### config.mk
export PLATFORM = sky130hd
export DESIGN_NAME = matvec3_feeder
export DESIGN_NICKNAME = d
export VERILOG_FILES = /design/src/rtl/matvec_pkg.sv /design/src/rtl/matvec3_feeder.sv
export SDC_FILE = /design/constraint.sdc
export NUM_CORES = 1
export LEC_CHECK = 0
export ABC_CLOCK_PERIOD_IN_PS = 3400
export CORE_UTILIZATION = 50
export DETAILED_ROUTE_END_ITERATION = 10
export PLACE_DENSITY = 0.79
export SYNTH_ARGS = -nofsm -noshare
export SYNTH_HDL_FRONTEND = slang
export SYNTH_SLANG_ARGS = --single-unit
### constraint.sdc
create_clock -name clk -period 3.4 [get_ports clk]
set_input_delay 0.34 -clock clk [delete_from_list [all_inputs] [get_ports clk]]
set_output_delay 0.34 -clock clk [all_outputs]
set_load 0.02 [all_outputs]
### src/rtl/matvec_pkg.sv
// matvec_pkg: shared sizing, word type and feeder state encoding for the
// 3x3 matrix-vector datapath and its input feeder.
package matvec_pkg;

  localparam int K       = 3;
  localparam int W       = 14;
  localparam int N_WORDS = K*K + K;
  localparam int IDX_W   = $clog2(N_WORDS);

  typedef logic signed [W-1:0] word_t;

  typedef enum logic {IDLE, SEND} feeder_state_t;

endpackage

### src/rtl/matvec3_feeder.sv
// matvec3_feeder: captures one whole matrix-vector problem as a parallel
// frame and streams it out as K*K matrix words (row-major) followed by K
// vector words over a valid/ready word interface. A new frame can be taken
// in the same cycle the last word of the current frame leaves, so frames
// stream back to back without a bubble.
// Optional build macro MATVEC3_FEEDER_LAST_EN adds output_last, which marks
// the final word of each frame.
module matvec3_feeder #(
  parameter int K = matvec_pkg::K,
  parameter int W = matvec_pkg::W
) (
  input  logic                 clk,
  input  logic                 reset,
  input  logic                 frame_valid,
  output logic                 frame_ready,
  input  logic [(K*K+K)*W-1:0] frame_data,
  output logic                 output_valid,
  input  logic                 output_ready,
  output logic [W-1:0]         output_data
`ifdef MATVEC3_FEEDER_LAST_EN
  ,
  output logic                 output_last
`endif
);

  import matvec_pkg::*;

  localparam int N  = K*K + K;
  localparam int IW = $clog2(N);
  localparam logic [IW-1:0] LAST_IDX = IW'(N - 1);

  feeder_state_t r_state;
  logic [IW-1:0] r_idx;
  logic [W-1:0]  r_buf [N];

  logic w_last;
  logic w_word_xfer;
  logic w_frame_ready;
  logic w_frame_xfer;

  // Handshake decode; frame_ready looks at output_ready so the next frame can
  // be taken in the same cycle the final word is accepted, and is held low
  // while reset is asserted.
  always_comb begin
    w_last        = (r_idx == LAST_IDX);
    w_word_xfer   = (r_state == SEND) && output_ready;
    w_frame_ready = reset &&
                    ((r_state == IDLE) ||
                     ((r_state == SEND) && w_last && output_ready));
    w_frame_xfer  = frame_valid && w_frame_ready;
  end

  // Feeder FSM: frame capture, word index advance and return to IDLE.
  always_ff @(posedge clk or negedge reset) begin
    if (!reset) begin
      r_state <= IDLE;
      r_idx   <= '0;
      for (int e = 0; e < N; e++) begin
        r_buf[e] <= '0;
      end
    end else if (w_frame_xfer) begin
      for (int e = 0; e < N; e++) begin
        r_buf[e] <= frame_data[e*W +: W];
      end
      r_idx   <= '0;
      r_state <= SEND;
    end else if (w_word_xfer) begin
      if (w_last) begin
        r_idx   <= '0;
        r_state <= IDLE;
      end else begin
        r_idx <= r_idx + 1'b1;
      end
    end
  end

  // Word mux; the stream is forced to zero when idle so nothing undefined
  // ever reaches the consumer.
  always_comb begin
    output_valid = (r_state == SEND);
    output_data  = output_valid ? r_buf[r_idx] : '0;
    frame_ready  = w_frame_ready;
  end

`ifdef MATVEC3_FEEDER_LAST_EN
  // Last-word marker for consumers that do not count words themselves.
  always_comb begin
    output_last = (r_state == SEND) && w_last;
  end
`endif

endmodule

== After elaboration in Yosys (flattened, before gate mapping) ==
Index checks and enable logic that the tools add are counted.
Word-level totals
  register bits: 173
  input bits: 172
  output and inout bits: 16
  logic and storage cells: 38
Cells by class
  $add $sub $neg: 1
  $lt $le $gt $ge: 1
  equality and inequality tests: 1
  multiplexer cells: 10
  bitwise gates (word level): 2
  reduce and logical (&&, ||, !) cells: 9
Operators by type and width (count)
  $bmux 14 s4: 1
  $mux 14: 3
  $mux 4: 3
  $ge 5x5->1 const B: 1
  $logic_and 1x1->1: 5
  $not 4->5: 1
  $add 4x1->4 const B: 1
  $eq 4x4->1 const B: 1
  $reduce_bool 2->1: 2
  $mux 1: 3
  $reduce_and 2->1: 1
  $logic_or 1x1->1: 1
  $not 1->1: 1

== Logic depth before layout (Yosys ltp) ==
Gate-level depths: netlist of the first run.
  word-level depth: 8
  depth in mapped cells: 7

== Least setup slack after synthesis of the first run ==
No wires, ideal clock.
  path kind: reg2out
  from: reg r_idx[0]
  to: out output_data[0]
  arrival time: 1699 ps
  required time: 3060 ps
  setup slack: 1361 ps
  cell stages (with the launch flop): 7
  cells stage by stage: dfrtp_1 -> buf_2 -> buf_4 -> buf_2 -> mux2_2 -> o22ai_1 -> o31ai_1
On the way
  cells in the longest elaborated chain, start to end: 5
RTL lines
  start: declaration: RTL line matvec3_feeder.sv:33  | logic [IW-1:0] r_idx;
  start signal: assignment: RTL line matvec3_feeder.sv:72  | r_idx <= r_idx + 1'b1;
  $not 4->5 (not written as such): RTL line matvec3_feeder.sv:81  | output_data = output_valid ? r_buf[r_idx] : '0;
  $bmux 14 s4: RTL line matvec3_feeder.sv:81
  $mux 14 (not written as such) (2 in series): RTL line matvec3_feeder.sv:81
  $mux 14: RTL line matvec3_feeder.sv:81
  end: declaration: RTL line matvec3_feeder.sv:19  | output logic [W-1:0] output_data
Every way passes these cells. The select of a mux whose other input is x is not followed.

== Final worst setup path of the first run ==
  from: reg r_idx[2]
  to: out output_data[11]
Same word-level chain as after synthesis.

==> results of run 1 <==
-- worst max-delay path, stage by stage (launching register included) --
cell and delay, ns:
dfrtp_1 0.44, inv_2 0.18, nand2_1 0.45, o22ai_1 0.25, o31ai_1 0.42, clkdlybuf4s50_1 0.69
-- metal layers --
layer / share of wire, % / vias to the layer above / track usage [%]
li1: - / 2270 / -
met1: 44 / 2572 / 33.60
met5: 0 / - / 0
met3: 5.1 / 34 / 4.498
met4: 2.8 / 0 / 9.706
met2: 48 / 180 / 38.48
-- synth_stat cells, types with 2 or more instances --
library cell and count:
clkbuf_1 7, o31ai_1 14, nand3_1 2, buf_1 3, dfrtp_1 173, nand2_1 18
a21oi_1 3, nor2_1 18, mux2_2 90, mux4_2 28, o21ai_0 2, buf_4 2
mux2_4 106, buf_2 5, buf_12 18, o22ai_1 14
-- registers in the layout, indices dropped and copies added, names as in the netlist --
register / cells
r_idx: 4
output_valid: 1
r_buf: 168
-- layout make-up --
class / instances / area (um^2)
clock buffers: 18 / 439.2
clock inverters: 14 / 191.4
fillers: 1161 / 5565
inverters: 1 / 3.754
multi-input cells: 307 / 3700
flip-flops and latches: 173 / 4333
well taps: 220 / 275.3
repair buffers: 202 / 2076
-- path summary, 6_finish.rpt --
path / to / slack [ns] / cells after the start
worst max-delay path: output_data[11] / 0.20 / 5
worst min-delay path: r_buf[165] / 0.29 / 2
worst max register to register: r_buf[89] / 0.76 / 6
worst min register to register: r_buf[74] / 0.51 / 1
max in group asynchronous: r_buf[61] / 1.80 / 3
min in group clk: r_buf[74] / 0.51 / 1
-- logic make-up (layout without fill, tap and decap cells) --
family | Yosys count | in the layout | share of synthesized area (%)
AO/OA/AOI/OAI | 36 | 36 | 2.905
adder cells (fa/ha/maj) | 1 | 1 | 0.1474
buffers and inverters | 37 | 235 | 5.382
flip-flops | 173 | 173 | 51.02
multiplexers | 225 | 225 | 38.25
AND/OR/NAND/NOR | 45 | 45 | 2.300
-- per-stage QoR --
stage          power (mW)  hold WS [ns]  worst slack, ns  cells  util (%)
6_report            10.25        0.2931           0.2023    935     66.44
5_1_grt             10.77        0.2927           0.1214    935     66.44
4_1_cts             10.32        0.2903           0.1607    935     66.44
3_5_place_dp        8.170        0.1765           0.6256    902     62.58
3_3_place_gp        8.019        0.1747           0.6548    902     62.58
2_1_floorplan       6.728       0.04441            1.361    517         -
-- where the power goes --
group          switching, mW  internal, mW
Sequential             0.695          3.10
Combinational           1.69          2.68
Clock                  0.829          1.25
Total                   3.22          7.03
==> results.sh, run 1 <==
export IMPL_setup_fix_bufs_post_cts=0
export IMPL_fin_nets=875
export IMPL_number_of_global_route_vias_before_repair=5589
export IMPL_critPathLaunch="r_idx[2]"
export IMPL_final_layout_size_suffix_gt1_share_pct=39.02
export IMPL_synth_top_cell_by_area="dfrtp_1"
export IMPL_min_period_ns=3.198
export IMPL_syn_nets=690
export IMPL_cts_tree="built"
export IMPL_finalMaxSlewViolations=0
export IMPL_critical_path_reg2reg_startpoint="r_idx[0]"
export IMPL_outcome="complete, no violations"
export IMPL_ys_seq_area_share_pct=51.02
export IMPL_cap_violations=0
export IMPL_via_count=5056
export IMPL_root_buffer="clkbuf_16"
export IMPL_synthDistinctLibCells=30
export IMPL_synthDominantCellAreaShare_pct=51.02
export IMPL_worst_setup_path_end_kind="output pin"
export IMPL_chipWidth_um=132.3
export IMPL_detail_route_drc_violations=0
export IMPL_holdCritPathClass="primary input to asynchronous set/reset pin"
export IMPL_antennaDiodeCount=0
export IMPL_finalWirelength_um=20000
export IMPL_overflow=0
export IMPL_static_leakage_nw=4.620
export IMPL_ios=188
export IMPL_dp_hpwl_um=14250
export IMPL_finalSetupViolations=0
export IMPL_timing_hold_violations_final=0
export IMPL_cts_buffers_inserted=17
export IMPL_grt_max_degree=85
export IMPL_area_growth_syn_to_layout_pct=29.84
export IMPL_syn_cell_area_um2=8486
export IMPL_start_util_pct=51.17
export IMPL_critPathKind="register to output pin"
export IMPL_synth_edff_count=0
export IMPL_power_density_cell_area_nw_per_um2=930.5
export IMPL_final_common_cell="clkdlybuf4s50_1"
export IMPL_asr_flop_ratio_synth_pct=100.0
export IMPL_critical_path_peak_fanout=17
export IMPL_setup_repair_after_global_routing_missed_its_margin="no"
export IMPL_clock_sink_count=173
export IMPL_ir_drop_mv=0.6173
export IMPL_first_iter_violations=317
export IMPL_gp_routability_congestion=0.7891
export IMPL_syn_mean_instance_area_um2=16.41
export IMPL_ys_warnings_count=0
export IMPL_antenna_violations_before_repair=0
export IMPL_synth_area_top_cells="dfrtp_1, mux2_4, mux2_2"
export IMPL_numPortBuffers=187
export IMPL_placed_area_um2=10380
export IMPL_detail_route_vias_per_cell=5.407
export IMPL_final_min_period_over_clock_period_pct=94.05
export IMPL_post_drt_wl_per_cell_um=21.39
export IMPL_slew_headroom_pct=28.29
export IMPL_final_setup_skew_ns=0.005534
export IMPL_cts_clk_slew_worst_paths_ns=0.07
export IMPL_grt_pass1_wl_um=32130
export IMPL_pin_slew_with_the_least_headroom_to_its_limit_ns=1.076
export IMPL_crit_required_ns=3.06
export IMPL_die_height_um=132.3
export IMPL_cts_hold_buf=1
export IMPL_cts_repair_resize_count=0
export IMPL_highest_clock_frequency_the_design_can_meet_ghz=0.3127
export IMPL_final_design_area_no_fill_um2=11020
export IMPL_detailedRoute_firstPassIterationCount=4
export IMPL_grt_usage_pct=24.38
export IMPL_worstSkewPairLatency_ns=0.43
export IMPL_num_rows=47
export IMPL_synthCells=517
export IMPL_highest_count_cells_in_the_layout_ignoring_fill_and_taps="clkdlybuf4s50_1, dfrtp_1, mux2_4, mux2_2, mux4_2"
export IMPL_floorplan_core_area_um2=16580
export IMPL_h_tree_depth=4
export IMPL_synth_ff_latch_count=173
export IMPL_final_setup_tns_ns=0
export IMPL_fp_dieArea_um2=17500
export IMPL_ant_nets=0
export IMPL_setup_worst_path_start_class="register"
export IMPL_primary_ff_master_synth="dfrtp_1"
export IMPL_cts_max_path_buffers=2
export IMPL_cp_arrival_ns=2.86
(Power assumes the default switching activity.)
==> run 2, diff against run 1 <==
Settings changed: CORE_ASPECT_RATIO set to 0.9, HOLD_SLACK_MARGIN set to 0.12.
==> run 2 against run 1 <==
Compared with the run above: non-clock buffer count fell by 7; critical path type unchanged; clock power fell by 4%; critical endpoint is now output_data[0]; worst hold slack got worse by 0.16 ns; die area barely moved; largest power group unchanged; design area fell by 1.2%.
==> results.sh, run 2 (synthesis gave the netlist of run 1 again) <==
export IMPL_hold_slack_ns=0.1348
export IMPL_die_height_um=125.6
export IMPL_grt_pass1_wl_um=32610
export IMPL_power_clock_fraction_pct=19.6
export IMPL_detail_route_vias_per_cell=5.477
export IMPL_setup_slack_ns=0.2779
export IMPL_cts_buffers_inserted=17
export IMPL_total_switching_power_mw=3.259
export IMPL_setup_worst_path_start_class="register"
export IMPL_timing_hold_violations_final=0
export IMPL_final_setup_skew_ns=0.01501
export IMPL_critical_path_peak_fanout=22
export IMPL_antennaDiodeCount=0
export IMPL_largest_register="r_buf"
export IMPL_setup_repair_after_global_routing_missed_its_margin="no"
export IMPL_worst_setup_path_end_kind="output pin"
export IMPL_ant_nets=0
export IMPL_gp_routability_congestion=0.8234
export IMPL_first_iter_violations=319
export IMPL_ios=188
export IMPL_detail_route_drc_violations=0
export IMPL_reg2reg_to="r_buf[4]"
export IMPL_clock_sink_count=173
export IMPL_antenna_violations_before_repair=0
export IMPL_root_buffer="clkbuf_16"
export IMPL_final_design_area_no_fill_um2=10880
export IMPL_via_count=5011
export IMPL_crit_required_ns=3.06
export IMPL_area_growth_syn_to_layout_pct=28.27
export IMPL_cts_max_path_buffers=2
export IMPL_overflow=0
export IMPL_grt_usage_pct=25.20
export IMPL_detailedPlace_worstSlack_ns=0.7088
export IMPL_power_frac_seq_pct=38.0
export IMPL_finalMaxSlewViolations=0
export IMPL_finalWirelength_um=20480
export IMPL_critPathSlowestCell="clkdlybuf4s50_1"
export IMPL_cts_hold_buf=0
export IMPL_final_layout_size_suffix_gt1_share_pct=38.56
export IMPL_final_min_period_over_clock_period_pct=91.83
export IMPL_share_comb_of_total_power_pct=42.4
export IMPL_slowest_delay_ns=0.68
export IMPL_min_period_ns=3.122
export IMPL_holdCritPathClass="primary input to asynchronous set/reset pin"
export IMPL_static_leakage_nw=4.559
export IMPL_report_power_total_mw=10.15
export IMPL_cp_cell_sequence="buf_4, mux4_2, nor2_1, o31ai_1, clkdlybuf4s50_1"
export IMPL_pin_slew_with_the_least_headroom_to_its_limit_ns=0.8926
export IMPL_num_rows=44
export IMPL_worst_r2r_setup_slack_ns=0.74
export IMPL_largest_register_ffs=168
export IMPL_detailedRoute_firstPassIterationCount=4
export IMPL_final_common_cell="clkdlybuf4s50_1"
export IMPL_floorplan_core_area_um2=16350
export IMPL_slew_headroom_pct=40.49
export IMPL_start_util_pct=51.90
export IMPL_timing_reg2reg_worst_path_depth=6
export IMPL_final_setup_tns_ns=0
export IMPL_ir_drop_mv=0.7014
export IMPL_cts_tree="built"
export IMPL_dp_hpwl_um=14570
export IMPL_nFillCells=1110
export IMPL_outcome="complete, no violations"
export IMPL_number_of_global_route_vias_before_repair=5559
export IMPL_fp_dieArea_um2=17500
export IMPL_placed_area_um2=10280
export IMPL_cap_violations=0
export IMPL_intPower_mw=6.891
export IMPL_sw_share_pct=32.11
export IMPL_worstSkewPairLatency_ns=0.42
export IMPL_cts_repair_resize_count=0
export IMPL_fin_nets=868
export IMPL_critPathKind="register to output pin"
export IMPL_highest_count_cells_in_the_layout_ignoring_fill_and_taps="clkdlybuf4s50_1, dfrtp_1, mux2_4, mux2_2, mux4_2"
export IMPL_highest_clock_frequency_the_design_can_meet_ghz=0.3203
export IMPL_grt_max_degree=174
export IMPL_post_drt_wl_per_cell_um=22.38
export IMPL_numPortBuffers=187
export IMPL_cts_clk_slew_worst_paths_ns=0.07
export IMPL_setup_fix_bufs_post_cts=0
export IMPL_h_tree_depth=4
export IMPL_critical_path_reg2reg_startpoint="r_idx[0]"
export IMPL_cp_arrival_ns=2.78
export IMPL_finalSetupViolations=0
export IMPL_chipWidth_um=139.3
export IMPL_power_density_cell_area_nw_per_um2=932.5
==> run 2: metal layers <==
metal | GRT usage, % | up-vias | part of all wire, %
li1 | - | 2256 | -
met1 | 35.34 | 2531 | 44
met2 | 37.63 | 212 | 45
met3 | 8.885 | 12 | 9.5
met4 | 5.752 | 0 | 1.0
met5 | 0 | - | 0
==> run 2: power by group through the flow <==
stage	registers, mW	clock network (mW)	logic, mW
global route	3.97	2.12	4.59
detailed placement	3.85	0	4.29
finish	3.86	1.99	4.30
global placement	3.81	0	4.21
CTS	3.85	2.03	4.33
floorplan	3.49	0	3.24
==> run 2: area by class of cell <==
cell class                 count  area [um^2]  area share [%]
timing repair buffer         195         1983           18.22
clock inverter                13        152.6           1.402
inverter                       1        3.754         0.03449
multi-input combinational    307         3700           33.99
clock buffer                  19        452.9           4.161
sequential                   173         4333           39.81
tap                          207        259.0           2.380
==> run 2: worst max-delay path: cells and delay by family (launching register included) <==
| family | cells | cell delay [ns] |
|---|---|---|
| AND/OR/NAND/NOR | 1 | 0.04 |
| flip-flops | 1 | 0.64 |
| buffers and inverters | 2 | 0.95 |
| multiplexers | 1 | 0.34 |
| AO/OA/AOI/OAI | 1 | 0.38 |
==> run 2: how the worst max path moves through the flow <==
stage | from | end
2_1_floorplan | r_idx[0] | output_data[0]
3_5_place_dp | r_idx[0] | output_data[6]
6_report | r_idx[0] | output_data[0]
4_1_cts | r_idx[0] | output_data[6]
3_3_place_gp | r_idx[0] | output_data[0]
5_1_grt | r_idx[0] | output_data[0]
==> run 2: per-stage QoR <==
step	instances	utilization (%)
after detailed placement	883	62.86
after floorplan	517	-
after global placement	883	62.86
after global routing	915	66.57
final	915	66.57
after CTS	915	66.57
